[config.mk]
export PLATFORM = sky130hd
export DESIGN_NAME = mem_arbiter
export DESIGN_NICKNAME = d
export VERILOG_FILES = /design/src/rtl/mem_arbiter_pkg.sv /design/src/rtl/mem_arbiter.sv
export SDC_FILE = /design/constraint.sdc
export NUM_CORES = 1
export LEC_CHECK = 0
export ABC_AREA = 1
export BUFFER_PORTS_ARGS = -buffer_cell sky130_fd_sc_hd__buf_4
export CELL_PAD_IN_SITES_DETAIL_PLACEMENT = 1
export CELL_PAD_IN_SITES_GLOBAL_PLACEMENT = 1
export CORE_MARGIN = 8
export CORE_UTILIZATION = 36
export CTS_BUF_LIST = sky130_fd_sc_hd__clkbuf_2 sky130_fd_sc_hd__clkbuf_4 sky130_fd_sc_hd__clkbuf_8
export CTS_CLUSTER_DIAMETER = 50
export CTS_CLUSTER_SIZE = 24
export DETAILED_ROUTE_END_ITERATION = 16
export MAX_ROUTING_LAYER = met4
export PLACE_DENSITY = 0.91
export SYNTH_ARGS = -nofsm -noshare
export SYNTH_HDL_FRONTEND = slang
export SYNTH_SLANG_ARGS = --single-unit
[constraint.sdc]
create_clock -name clk -period 7.7 [get_ports clk]
set_input_delay 1.54 -clock clk [delete_from_list [all_inputs] [get_ports clk]]
set_output_delay 1.54 -clock clk [all_outputs]
set_load 0.03 [all_outputs]
[src/rtl/mem_arbiter_pkg.sv]
`default_nettype none
// ============================================================================
//  Module      : mem_arbiter_pkg
//  Description : Shared types for the fetch/data memory port arbiter.
//  Revision    : 1.0 - initial release
// ============================================================================
package mem_arbiter_pkg;

    // Arbiter sequencing: pick a winner, present the address, await the response.
    typedef enum logic [1:0] {
        IDLE = 2'd0,
        ADDR = 2'd1,
        WAIT = 2'd2
    } arb_state_t;

    // Which requester owns the transaction currently on the shared port.
    typedef enum logic {
        OWN_IF  = 1'b0,
        OWN_MEM = 1'b1
    } arb_owner_t;

    // Polarity of single-bit request/strobe/stall signals.
    typedef enum logic {
        DISABLE = 1'b0,
        ENABLE  = 1'b1
    } enable_t;

endpackage
`default_nettype wire

[src/rtl/mem_arbiter.sv]
`default_nettype none
// ============================================================================
//  Module      : mem_arbiter
//  Description : Arbitrates the instruction-fetch and data-access requesters
//                onto a single memory port. Data accesses win ties; at most
//                one bus transaction is outstanding. A fetch redirect drops an
//                in-flight fetch response without aborting the bus cycle.
//  Revision    : 1.0 - initial release
// ============================================================================
module mem_arbiter
    import mem_arbiter_pkg::*;
#(
    parameter int ADDR_W = 32,
    parameter int DATA_W = 32
) (
    input  logic                  clk,
    input  logic                  rst,

    // Instruction fetch requester
    input  logic                  if_req,
    input  logic [ADDR_W-1:0]     if_addr,
    input  logic                  flush_c_if,
    output logic [DATA_W-1:0]     if_rdata,
    output logic                  if_rvalid,

    // Data access requester
    input  logic                  mem_req,
    input  logic                  mem_we,
    input  logic [DATA_W/8-1:0]   mem_be,
    input  logic [ADDR_W-1:0]     mem_addr,
    input  logic [DATA_W-1:0]     mem_wdata,
    output logic [DATA_W-1:0]     mem_rdata,
    output logic                  mem_done,

    // Shared memory port
    output logic                  bus_req,
    output logic                  bus_we,
    output logic [DATA_W/8-1:0]   bus_be,
    output logic [ADDR_W-1:0]     bus_addr,
    output logic [DATA_W-1:0]     bus_wdata,
    input  logic                  bus_gnt,
    input  logic                  bus_rvalid,
    input  logic [DATA_W-1:0]     bus_rdata,

    // Stall requests to the hazard unit
    output logic                  stall_c_if,
    output logic                  stall_c_mem
);

    localparam int BE_W = DATA_W / 8;

    arb_state_t          state;
    arb_state_t          state_nxt;
    arb_owner_t          owner;
    logic                drop;

    // Attributes of the transaction that won arbitration
    logic                lat_we;
    logic [BE_W-1:0]     lat_be;
    logic [ADDR_W-1:0]   lat_addr;
    logic [DATA_W-1:0]   lat_wdata;

    // Response registers and completion pulses
    logic [DATA_W-1:0]   if_rdata_reg;
    logic [DATA_W-1:0]   mem_rdata_reg;
    logic                if_rvalid_reg;
    logic                mem_done_reg;

    // Decoded control
    logic                flush_act;
    logic                mem_elig;
    logic                if_elig;
    logic                grant_mem;
    logic                grant_if;
    logic                take_resp;
    logic                bus_req_c;

    assign flush_act = (flush_c_if == ENABLE);

    // A requester whose completion pulse is showing this cycle is already
    // served; its request is still high only because it drops it next cycle.
    assign mem_elig = mem_req & ~mem_done_reg;
    assign if_elig  = if_req & ~if_rvalid_reg & ~flush_act;

    // State register.
    always_ff @(posedge clk or posedge rst) begin
        if (rst) begin
            state <= IDLE;
        end else begin
            state <= state_nxt;
        end
    end

    // Next-state decode, arbitration and port request strobe.
    always_comb begin
        state_nxt = state;
        grant_mem = 1'b0;
        grant_if  = 1'b0;
        take_resp = 1'b0;
        bus_req_c = 1'b0;
        case (state)
            IDLE: begin
                if (mem_elig) begin
                    grant_mem = 1'b1;
                    state_nxt = ADDR;
                end else if (if_elig) begin
                    grant_if  = 1'b1;
                    state_nxt = ADDR;
                end
            end
            ADDR: begin
                bus_req_c = 1'b1;
                if (bus_gnt) begin
                    state_nxt = WAIT;
                end
            end
            WAIT: begin
                if (bus_rvalid) begin
                    take_resp = 1'b1;
                    state_nxt = IDLE;
                end
            end
            default: begin
                state_nxt = IDLE;
            end
        endcase
    end

    // Capture the winner's attributes so the port stays stable until granted.
    always_ff @(posedge clk or posedge rst) begin
        if (rst) begin
            owner     <= OWN_IF;
            lat_we    <= 1'b0;
            lat_be    <= '0;
            lat_addr  <= '0;
            lat_wdata <= '0;
        end else if (grant_mem) begin
            owner     <= OWN_MEM;
            lat_we    <= mem_we;
            lat_be    <= mem_be;
            lat_addr  <= mem_addr;
            lat_wdata <= mem_wdata;
        end else if (grant_if) begin
            owner     <= OWN_IF;
            lat_we    <= 1'b0;
            lat_be    <= {BE_W{1'b1}};
            lat_addr  <= if_addr;
            lat_wdata <= '0;
        end
    end

    // Remember a redirect that hit an in-flight fetch so its response is dropped.
    always_ff @(posedge clk or posedge rst) begin
        if (rst) begin
            drop <= 1'b0;
        end else if (state == IDLE || take_resp) begin
            drop <= 1'b0;
        end else if (owner == OWN_IF && flush_act) begin
            drop <= 1'b1;
        end
    end

    // Route the bus response to its owner and raise a one-cycle completion pulse.
    always_ff @(posedge clk or posedge rst) begin
        if (rst) begin
            if_rvalid_reg <= 1'b0;
            mem_done_reg  <= 1'b0;
            if_rdata_reg  <= '0;
            mem_rdata_reg <= '0;
        end else begin
            if_rvalid_reg <= 1'b0;
            mem_done_reg  <= 1'b0;
            if (take_resp) begin
                if (owner == OWN_MEM) begin
                    mem_rdata_reg <= bus_rdata;
                    mem_done_reg  <= 1'b1;
                end else if (!drop && !flush_act) begin
                    // A redirect arriving with the response also kills it.
                    if_rdata_reg  <= bus_rdata;
                    if_rvalid_reg <= 1'b1;
                end
            end
        end
    end

    assign bus_req   = bus_req_c;
    assign bus_we    = lat_we;
    assign bus_be    = lat_be;
    assign bus_addr  = lat_addr;
    assign bus_wdata = lat_wdata;

    assign if_rdata  = if_rdata_reg;
    assign if_rvalid = if_rvalid_reg;
    assign mem_rdata = mem_rdata_reg;
    assign mem_done  = mem_done_reg;

    // Stalls follow the requests directly; reset forces them low with the rest.
    assign stall_c_if  = if_req  & ~if_rvalid_reg & ~rst;
    assign stall_c_mem = mem_req & ~mem_done_reg  & ~rst;

endmodule
`default_nettype wire

### After elaboration in Yosys (flattened, before gate mapping)

Index checks and enable logic that the tools add are counted.

* input bits: 140
* memories: 0
* output and inout port bits: 138
* latch bits: 0
* register bits: 139
* bits in writable memories: 0
* ROM bits: 0

* shift-type cells: 0
* $mul: 0
* order comparisons: 0
* add/sub/neg operators: 0
* equal/unequal tests: 5
* mux-type cells: 29
* divide/modulo/power cells: 0
* reduce and logical (&&, ||, !) cells: 11
* bitwise gates (word level): 10

Operators with widths (count)
* $mux 32: 4
* $mux 1: 18
* $mux 2: 4
* $mux 4: 2
* $pmux 2 s3: 1
* $reduce_and 3->1: 2
* $and 1x1->1: 5
* $not 1->1: 5
* $ne 2x2->1 const B: 2
* $reduce_bool 2->1: 2
* $ne 3x3->1 const B: 1
* $eq 2x1->1 const B: 1
* $eq 2x2->1 const B: 1
* $logic_and 1x1->1: 2
* $logic_not 1->1: 2
* $logic_not 2->1: 1
* $reduce_and 2->1: 1
* $logic_or 1x1->1: 1

### Logic depth before layout (Yosys ltp)

* depth after elaboration: 8
* mapped depth: 8
* depth with buffers taken out: 7

### Worst setup path before layout

OpenSTA, ideal clock, no wires.

* path type: input -> output
* start: in if_req
* end: out stall_c_if
* stages on the path: 2
* setup slack: 3.937 ns
* arrival: 2.223 ns
* path through: inv_1 -> nor3_1

* cells in the longest elaborated chain, start to end: 2

RTL lines
* start, declared: RTL line mem_arbiter.sv:20 `input logic if_req,`
* $and 1x1->1 (2 in series): RTL line mem_arbiter.sv:198 `assign stall_c_if = if_req & ~if_rvalid_reg & ~rst;`
* end, declared: RTL line mem_arbiter.sv:46 `output logic stall_c_if,`

No other way between the ends.

### Worst setup path after layout

* start: in rst
* end: out stall_c_if

* cells in the longest elaborated chain, start to end: 2

RTL lines
* start, declared: RTL line mem_arbiter.sv:17 `input logic rst,`
* $not 1->1: RTL line mem_arbiter.sv:198
* $and 1x1->1: RTL line mem_arbiter.sv:198

No other way between the ends.

==> run metrics <==
status=complete, no violations; Non-Filler Instances=1,210; most frequent cells in the layout=nand2_1, buf_4, dfrtp_1; full die area=20,800 um2; YS warnings=0; Final #Nets=1,117; hold path depth=2; gr usage total=22.8%; clk_lat worst skew=0.44 ns; Max Cap Violations=0; post-detail-place hpwl=16,700 um; Peak VDD IR=0.200 mV; RSZ-0062 raised after global routing=no; Slowest cell on crit path=buf_4; Avg Inst Size Synth=8.26 um2; synth unique cells=22; Synth Register Bits=139; Initial Util=36.3%; register area share after synthesis=~60%; Port Buf Inserts=277; LEAKAGE=4.80 nW; layout cells sized above 1=between 30% and 40%; Slew headroom=approximately two fifths; CP required=6.16 ns; actual slew at the worst max-slew pin=0.882 ns; Setup Skew=0.0150 ns; Post-Syn Area=5930 um2; TNS Setup=0 ns; pwr/cell area=around 460 nW/um2; initial antenna violation count=0; routed via count=5,918; critical path fanouts, max=3; grt ovf=0; fin crit share=46.7%; Iteration-0 DRC Markers=between 200 and 250; total wire length=approximately 23,000 um; Die Y=144 um; CP Launch Type=primary input; row cnt=47; Slew Limit Fails=0; DRT Pass-1 Iters=4; CTS resizes=0; CTS root buffer=clkbuf_8; Longest Clk Path Bufs=2; # hold bufs at CTS=0; crit path time final=around 3.6 ns; DIE WIDTH=~140 um; pin count of the biggest net entering global routing=82; total power=3.91 mW; synthesized instance count=718; setup violators final=0; most used cell, CP=buf_4; Core Area=16,300 um2; CTS Buf Count=17; area grow syn2layout=43.4%; Worst-path clk slew=about 0.090 ns; Setup CP Type=primary input to primary output; crit path DAT=2.06 ns; Hold Path Class=register to register; drt wl/cell=~19 um; H-tree depth=4; diode count=0; post-DR vias/cell=4.89; Hold WS=0.479 ns; # IOs=~280; postcts setup bufs=0; clock sink total=between 100 and 150; count of final hold-check violations=0; most common cell after layout, fill and taps aside=nand2_1; routability-driven placement congestion ratio=roughly 0.84; Critical Path Sink Type=primary output; syn nets=858; CP peak stage delay=0.19 ns; Inst Count DP=1,178; global-route wire length before repair=35,300 um; worst-path cell chain=buf_4 > nor3_1 > buf_4; CTS tree=built; cells on worst reg2reg path=5; Detail Route Antenna Nets=0; DR DRC count=0; fmax=278 MHz; vias in the first global route=6,503
-- synthesized netlist by cell type --
master    number  share of area [%]
nand2_1      409                 26
dfrtp_1      139                 59
o21ai_1       50                4.2
nand3_1       33                2.8
o21ai_0       14                1.2
clkbuf_1      13               0.82
buf_4         12                1.5
inv_1         11               0.70
buf_2          7               0.59
buf_6          6                1.1
buf_1          3               0.19
inv_2          3               0.19
nand2_2        3               0.32
nor2_1         3               0.19
nor2_4         3               0.57
nor2_2         2               0.21
o31ai_1        2               0.25
a21oi_1        1              0.084
nand3_2        1               0.17
nand3b_1       1               0.13
nor3_1         1              0.084
nor3b_1        1               0.13
-- worst paths after layout --
check / from / to / slack [ns]
max: rst / stall_c_if / 4.10
min: bus_wdata[22]$_DFFE_PP0P_ / bus_wdata[22]$_DFFE_PP0P_ / 0.48
max reg2reg: owner$_DFFE_PP0P_ / if_rdata[14]$_DFFE_PP0P_ / 4.73
min reg2reg: bus_wdata[22]$_DFFE_PP0P_ / bus_wdata[22]$_DFFE_PP0P_ / 0.48
max in group asynchronous: rst / bus_addr[23]$_DFFE_PP0P_ / 5.13
min in group asynchronous: rst / bus_wdata[24]$_DFFE_PP0P_ / 1.25
-- power by group --
part	internal, mW	total [mW]	leakage [nW]	switching (mW)
Sequential	1.05	1.25	1.76	0.195
Combinational	0.636	2.00	2.83	1.36
Clock	0.358	0.665	0.209	0.307
-- kinds of logic after synthesis --
kind of cell	after synthesis	synth area share, %
simple gates	457	30.5
buf+inv	55	5.15
flops	139	58.6
compound gates	67	5.74
-- layout make-up --
type	instances	area, um2
Clock buffer	18	241
Inverter	14	57.6
Fill cell	2047	7840
Tap cell	220	275
Multi-Input combinational cell	524	2150
Clock inverter	14	195
Sequential cell	139	3480
Timing Repair Buffer	281	2110
-- metal layers --
metal | global-route usage [%] | part of all wire, % | wire, um
met1 | 24.5 | 38 | 8830
met5 | - | 0 | 0
met4 | 11.2 | 3.8 | 892
met3 | 7.43 | 9.3 | 2160
met2 | 37.5 | 49 | 11300
-- critical path, delay by kind of cell --
family,cells,cell delay [ns]
buf+inv,2,0.33
simple gates,1,0.18
-- per-stage QoR --
stage | cell area, um2 | worst slack (ns) | util [%]
2_1_floorplan | 5930 | 2.44 | -
3_3_place_gp | 8070 | 3.97 | 49.4
3_5_place_dp | 8070 | 3.94 | 49.4
4_1_cts | 8510 | 4.10 | 52.0
5_1_grt | 8510 | 4.07 | 52.0
6_report | 8510 | 4.10 | 52.0
Note: power is estimated with default switching activity, not from simulation.
